[config.mk]
export PLATFORM = sky130hd
export DESIGN_NAME = pc_sequencer
export DESIGN_NICKNAME = d
export VERILOG_FILES = /design/src/rtl/pc_sequencer.sv
export SDC_FILE = /design/constraint.sdc
export NUM_CORES = 1
export LEC_CHECK = 0
export ABC_AREA = 1
export BUFFER_PORTS_ARGS = -buffer_cell sky130_fd_sc_hd__buf_4
export CAP_MARGIN = 0
export CORE_ASPECT_RATIO = 0.9
export CORE_MARGIN = 2
export CORE_UTILIZATION = 61
export CTS_BUF_LIST = sky130_fd_sc_hd__clkbuf_8
export CTS_CLUSTER_SIZE = 8
export DETAILED_ROUTE_END_ITERATION = 8
export PLACE_DENSITY_LB_ADDON = 0.12
export REMOVE_ABC_BUFFERS = 1
export SLEW_MARGIN = 0
export SYNTH_ARGS = -nofsm -noshare
export SYNTH_HDL_FRONTEND = slang
export SYNTH_SLANG_ARGS = --single-unit
[constraint.sdc]
create_clock -name clock -period 3.8 [get_ports clock]
set_clock_uncertainty 0.1 [all_clocks]
set_input_delay 0.19 -clock clock [delete_from_list [all_inputs] [get_ports clock]]
set_output_delay 0.19 -clock clock [all_outputs]
set_load 0.01 [all_outputs]
[src/rtl/pc_sequencer.sv]
// Program-counter sequencer for the IF stage: reset vector, stall, prioritised
// branch/jump/exception redirects, misaligned-target trapping and stall-held redirects.
module pc_sequencer #(
  parameter int unsigned WIDTH        = 32,
  parameter int unsigned RESET_VECTOR = 100,
  parameter int unsigned EXC_VECTOR   = 32'h80,
  parameter int unsigned INCR         = 4
) (
  input  logic             clock,
  input  logic             reset,
  input  logic             stall,
  input  logic             branch_taken,
  input  logic [WIDTH-1:0] branch_target,
  input  logic             jump,
  input  logic [WIDTH-1:0] jump_target,
  input  logic             exception,
  output logic [WIDTH-1:0] pc,
  output logic [WIDTH-1:0] pc_next_seq,
  output logic             flush,
  output logic [WIDTH-1:0] epc,
  output logic             misaligned,
  output logic             pending
);

  localparam logic [WIDTH-1:0] RST_PC  = WIDTH'(RESET_VECTOR);
  localparam logic [WIDTH-1:0] EXC_PC  = WIDTH'(EXC_VECTOR);
  localparam logic [WIDTH-1:0] STEP    = WIDTH'(INCR);
  localparam logic [WIDTH-1:0] ZERO_PC = {WIDTH{1'b0}};

  typedef enum logic {
    ST_RUN  = 1'b0,
    ST_HOLD = 1'b1
  } state_e;

  state_e           state_q, state_d;
  logic [WIDTH-1:0] pc_q, pc_d;
  logic             flush_q, flush_d;
  logic [WIDTH-1:0] epc_q, epc_d;
  logic             mis_q, mis_d;
  logic [WIDTH-1:0] held_tgt_q, held_tgt_d;
  logic             held_exc_q, held_exc_d;

  logic             req_valid_s;
  logic             req_exc_s;
  logic             req_mis_s;
  logic [WIDTH-1:0] req_tgt_s;
  logic [WIDTH-1:0] req_epc_s;
  logic             take_new_s;

  function automatic logic is_misaligned(input logic [WIDTH-1:0] target);
    return (target[1:0] != 2'b00);
  endfunction

  // Resolve this cycle's winning request and turn misaligned targets into exceptions.
  always_comb begin
    req_valid_s = 1'b0;
    req_exc_s   = 1'b0;
    req_mis_s   = 1'b0;
    req_tgt_s   = pc_q;
    req_epc_s   = epc_q;
    if (exception) begin
      req_valid_s = 1'b1;
      req_exc_s   = 1'b1;
      req_tgt_s   = EXC_PC;
      req_epc_s   = pc_q;
    end else if (branch_taken) begin
      req_valid_s = 1'b1;
      if (is_misaligned(branch_target)) begin
        req_exc_s = 1'b1;
        req_mis_s = 1'b1;
        req_tgt_s = EXC_PC;
        req_epc_s = branch_target;
      end else begin
        req_tgt_s = branch_target;
      end
    end else if (jump) begin
      req_valid_s = 1'b1;
      if (is_misaligned(jump_target)) begin
        req_exc_s = 1'b1;
        req_mis_s = 1'b1;
        req_tgt_s = EXC_PC;
        req_epc_s = jump_target;
      end else begin
        req_tgt_s = jump_target;
      end
    end else begin
      req_valid_s = 1'b0;
    end
  end

  // A held exception is never displaced by a later non-exception request.
  assign take_new_s = req_valid_s && !(held_exc_q && !req_exc_s);

  // Next-state logic for the RUN/HOLD sequencer.
  always_comb begin
    state_d    = state_q;
    pc_d       = pc_q;
    flush_d    = 1'b0;
    held_tgt_d = held_tgt_q;
    held_exc_d = held_exc_q;
    mis_d      = req_mis_s;
    epc_d      = req_exc_s ? req_epc_s : epc_q;
    case (state_q)
      ST_RUN: begin
        if (!stall) begin
          if (req_valid_s) begin
            pc_d    = req_tgt_s;
            flush_d = 1'b1;
          end else begin
            pc_d = pc_q + STEP;
          end
        end else if (req_valid_s) begin
          held_tgt_d = req_tgt_s;
          held_exc_d = req_exc_s;
          state_d    = ST_HOLD;
        end else begin
          state_d = ST_RUN;
        end
      end
      ST_HOLD: begin
        if (stall) begin
          if (take_new_s) begin
            held_tgt_d = req_tgt_s;
            held_exc_d = req_exc_s;
          end else begin
            held_tgt_d = held_tgt_q;
          end
        end else begin
          pc_d       = take_new_s ? req_tgt_s : held_tgt_q;
          flush_d    = 1'b1;
          held_tgt_d = ZERO_PC;
          held_exc_d = 1'b0;
          state_d    = ST_RUN;
        end
      end
      default: begin
        state_d    = ST_RUN;
        held_tgt_d = ZERO_PC;
        held_exc_d = 1'b0;
      end
    endcase
  end

  // State and registered outputs; reset discards any held redirect.
  always_ff @(posedge clock) begin
    if (reset) begin
      state_q    <= ST_RUN;
      pc_q       <= RST_PC;
      flush_q    <= 1'b0;
      epc_q      <= ZERO_PC;
      mis_q      <= 1'b0;
      held_tgt_q <= ZERO_PC;
      held_exc_q <= 1'b0;
    end else begin
      state_q    <= state_d;
      pc_q       <= pc_d;
      flush_q    <= flush_d;
      epc_q      <= epc_d;
      mis_q      <= mis_d;
      held_tgt_q <= held_tgt_d;
      held_exc_q <= held_exc_d;
    end
  end

  assign pc          = pc_q;
  assign pc_next_seq = pc_q + STEP;
  assign flush       = flush_q;
  assign epc         = epc_q;
  assign misaligned  = mis_q;
  assign pending     = (state_q == ST_HOLD);

endmodule

Yosys cells after proc, flatten, opt, wreduce, memory -nomap -nowiden

Index checks and enable logic that the tools add are counted.

Add/subtract/negate cells: 1
Reduce and logical (&&, ||, !) cells: 13
Equality and inequality tests: 6
Muxes and demuxes: 39
Bitwise gates (word level): 1

Operators by type and width:

| operator                                               | number |
|---|---|
| 2-to-1 mux 32 bit                                      | 17 |
| case mux 32 bit (2 select lines)                       | 2 |
| adder 32 x 3 -> 32 bit (second input constant)         | 1 |
| 2-to-1 mux 1 bit                                       | 17 |
| inequality test 2 bit (second input constant)          | 4 |
| case mux 1 bit (2 select lines)                        | 3 |
| nonzero test 3 bit                                     | 2 |
| AND reduction 2 bit                                    | 2 |
| AND reduction 4 bit                                    | 1 |
| nonzero test 2 bit                                     | 2 |
| inequality test 3 x 1 -> 1 bit (second input constant) | 1 |
| inequality test 3 x 2 -> 1 bit (second input constant) | 1 |
| AND reduction 3 bit                                    | 1 |
| logical AND 1 bit                                      | 2 |
| logical NOT 1 bit                                      | 2 |
| OR reduction 2 bit                                     | 1 |
| NOT 1 bit                                              | 1 |

Output and inout port bits: 99
Word-level logic and storage cells: 67
Input port bits: 70
Register bits after elaboration: 100

Depth between registers and ports, before layout

Word-level depth: 12
Mapped depth: 13

Least setup slack after synthesis

No wires, ideal clock.

Path type: register to register
Start point: register pc_q[3] (netlist: pc[3])
End point: register pc_q[10] (netlist: pc[10])
Required time: 3626 ps
Setup time: 74 ps
Arrival: 1613 ps
Clock period less this slack: 1788 ps
Stages on the path, launching flop included: 10
Path slack: 2012 ps
Cell sequence: dfxtp_1 > ha_1 > inv_1 > nor2_1 > nand2_1 > xnor2_1 > nand2_1 > nand2_1 > nand2_1 > a31oi_1

Cells in the longest elaborated chain, start to end: 4

RTL lines:

| item                             | RTL line | text |
|---|---|---|
| from (decl)                      | 36       | `logic [WIDTH-1:0] pc_q, pc_d;` |
| from (signal assigned)           | 156      | `pc_q <= pc_d;` |
| adder 32 x 3 -> 32 bit           | -        |  |
| named net pc_next_seq[10]        | 18       | `output logic [WIDTH-1:0] pc_next_seq,` |
| 2-to-1 mux 32 bit                | 106      | `if (req_valid_s) begin` |
| 2-to-1 mux 32 bit                | 105      | `if (!stall) begin` |
| case mux 32 bit (2 select lines) | 103      | `case (state_q)` |

The timed path passes the listed nets, and every way through them passes these cells. The select of a mux whose other input is x is not followed.
A chain may end at the register's enable or synchronous reset.

Final worst setup path

Start point: register pc_q[4] (netlist: pc[4])
End point: output port pc_next_seq[23]

Cells in the longest elaborated chain, start to end: 1

RTL lines:

| item                   | RTL line | text |
|---|---|---|
| adder 32 x 3 -> 32 bit | 166      | `assign pc_next_seq = pc_q + STEP;` |
| to (decl)              | 18       |  |

Every way passes these cells.

==> run summary <==
Seq cells post-synth -> 100
Synth unique cells -> 36
Clk slew on worst S/H paths -> 110 ps
CTS root buffer -> clkbuf_8
Logic pwr share -> 22.0%
Synth Warn # -> 0
Post-CTS setup buffer count -> 0
ANT cells -> 0
Pin count of the biggest net entering global routing -> 70
Drt first pass iters -> 8
Min Hold Slack -> 27.8 ps
Part of the power in registers -> 43.1%
Reg-to-Reg Start -> pending$_SDFF_PP0_
Mean Syn Cell Area -> 5.67 µm²
Maxcap violations -> 0
Clock power share -> 34.9%
# hold bufs at CTS -> 0
Slew HR -> 34.3%
Skew-Pair Late Insertion Delay -> 390 ps
Placer Congestion -> 0.961
GRT Total Usage -> 40.1%
Ranking of synthesized cells by area -> nand2_1 28%, dfxtp_1 28%, nand3_1 13%
Post-synth top area cell -> nand2_1
Routed len/inst -> 16.7 µm
Layout fillers -> 993
Total power -> 0.00269 W
Crit-path slowest cell -> dfxtp_1
CTS tree -> yes
Gr ovfl total -> 0
Cell breakdown of the critical path -> nand3_1 > nor2_1 > nand2_1 > nor2_1 > nand3_1 > and2_1 > buf_4
Mapped Area -> 7270 µm²
Vias in the first global route -> 8110
Worst-Margin Slew -> 984 ps
Net Sw Frac -> 32.1%
Seq/Total Area, Yosys -> 27.5%
Area fraction of the dominant cell type after synthesis -> 28.1%
Layout cells sized above 1 -> 15.9%
Io pins -> 169
Placeable Area -> 11500 µm²
Starting density of the core -> 63.1%
# DRC -> 0
Fin crit share -> 69.8%
Die Y -> 108 µm
Leakage -> 4.03 nW
Startpoint Class -> register
Peak supply drop -> 0.000189 V
Sw power -> 0.000862 W
Global-route wire length before repair -> 41100 µm
Post-synthesis async set-or-reset flop share -> 0%
Most used DFF post-synth -> dfxtp_1
Crit path to -> pc_next_seq[23]
Fmax -> 377 MHz
RSZ-0062 raised after global routing -> no
Post-Route WL -> 26000 µm
Status -> finished clean
Clk buf depth -> 2
R2R Path End -> pc[29]$_SDFFE_PP0P_
Pwr/cell area -> 309 nW/µm²
Post-CTS resize count -> 0
Max FO, Critical Path -> 10
Post-synth EDFFs -> 0
Die Wd -> 119 µm
Data required time of the worst path -> 3510 ps
Detailed Place HPWL -> 17300 µm
Post-route ant nets -> 0
Final Max Slew Viols -> 0
Syn Inst Count -> 1283
Worst Hold Class -> input port to register
Dpl cell area -> 8430 µm²
Final Hold Fails -> 0
Critical path's largest stage delay -> 610 ps
Setup crit end kind -> output port
DP Worst Slack -> 1190 ps
H-tree levels -> 3
TritonCTS Buffers -> 9
Internal Pwr Total -> 0.00183 W
Clock sink count -> 100
Path depth of the worst reg2reg path -> 7
Setup CP Type -> register to output port
Initial antenna violation count -> 0
DRC marker count from the first detailed-route iteration -> 1252
Vias -> 9232
Rows -> 37
Worst Path Arrival -> 2360 ps
Layout Area Growth over Synthesis -> 19.6%
R2R setup slack -> 1210 ps
Die area -> 12800 µm²
IO buf count -> 168
Worst Setup Slack, final -> 1150 ps
Tmin final -> 2650 ps
Final setup fails -> 0
Setup TNS Final -> 0 ps
Setup crit start -> pc[4]$_SDFFE_PP0P_
Final instance area -> 8700 µm²
Vias per std cell -> 5.93
Nets -> 1467
-- logic make-up (layout without fill, tap and decap cells) --
group | after synthesis | in the layout | share of synthesized area [%]
simple gates | 838 | 838 | 48.2
compound gates | 153 | 153 | 12.2
fa+ha+maj | 1 | 1 | 0.172
buf+inv | 184 | 302 | 11.1
xor+xnor | 7 | 7 | 0.843
flops | 100 | 100 | 27.5
-- synth_stat cells (3+ instances only) --
library cell and instances:
a31oi_1 59, o21ai_0 43, buf_4 5, nor2_2 5, a21oi_1 37, xnor2_1 4, o221ai_1 3, buf_6 8
inv_1 97, clkbuf_1 35, and2_1 10, nand2_1 544, nand3_1 196, nand4_1 3, dfxtp_1 100, inv_2 6
nor2_1 69, buf_1 5, buf_2 28, o21bai_1 3, xor2_1 3
-- cells in the final DEF (no fill, tap or decap), drive strengths merged, types with 4 or more instances in the layout --
cell type	synthesis	layout
and2	10	10
nand3	198	198
nand2	547	547
dfxtp	100	100
nand4	4	4
bufinv	0	4
xnor2	4	4
o211ai	4	4
a31oi	59	59
buf	46	183
clkbuf	35	9
nor2	77	77
o21ai	44	44
a21oi	37	37
inv	103	105
-- registers in the layout, indices dropped and copies added (netlist names) --
signal and flops:
epc 32, flush 1, held_exc_q 1, held_tgt_q 32, misaligned 1, pc 32, pending 1
-- routing by layer --
layer	global-route usage (%)	wire length (µm)	up-vias
li1	-	-	4366
met1	53.4	10300	4112
met2	63.2	11400	663
met3	8.95	3430	91
met4	16.1	785	0
met5	0	0	-
-- how the worst min path moves through the flow --
stage	startpoint	end	slack, ps	cells after the start
after floorplan	reset	pc[0]$_SDFFE_PP0P_	160	1
final	jump_target[1]	epc[1]$_SDFFE_PP0P_	30	3
after detailed placement	held_tgt_q[0]$_SDFFE_PP0P_	held_tgt_q[0]$_SDFFE_PP0P_	340	2
after global placement	held_tgt_q[1]$_SDFFE_PP0P_	held_tgt_q[1]$_SDFFE_PP0P_	330	2
after global routing	jump_target[0]	epc[0]$_SDFFE_PP0P_	30	3
after CTS	jump_target[1]	epc[1]$_SDFFE_PP0P_	10	3
-- critical path, delay by kind of cell, from the launching register on --
family                 cells  cell delay, ps
AND/OR/NAND/NOR            6            1220
flip-flops                 1             610
buffers and inverters      1             140
-- through the flow --
stage / utilization [%] / std cells
after floorplan: - / 1202
after global placement: 73.1 / 1541
after detailed placement: 73.1 / 1541
after global routing: 75.5 / 1557
after CTS: 75.5 / 1557
final: 75.5 / 1557
-- area by class of cell --
class	count	area, µm²	area share, %
clock buffers	9	124	1.42
clock inverters	7	145	1.67
inverters	103	387	4.44
multi-input cells	999	4470	51.4
flip-flops and latches	100	2000	23.0
well taps	156	195	2.24
repair buffers	183	1370	15.8
-- power groups by stage --
stage	clock network, W	logic (W)	registers [W]
finish	0.000938	0.000593	0.00116
global placement	0	0.000563	0.00118
detailed placement	0	0.000574	0.00118
global route	0.000976	0.000642	0.00116
floorplan	0	0.000283	0.00118
CTS	0.000931	0.000577	0.00115
No activity file was read; power rests on OpenSTA's default activity.
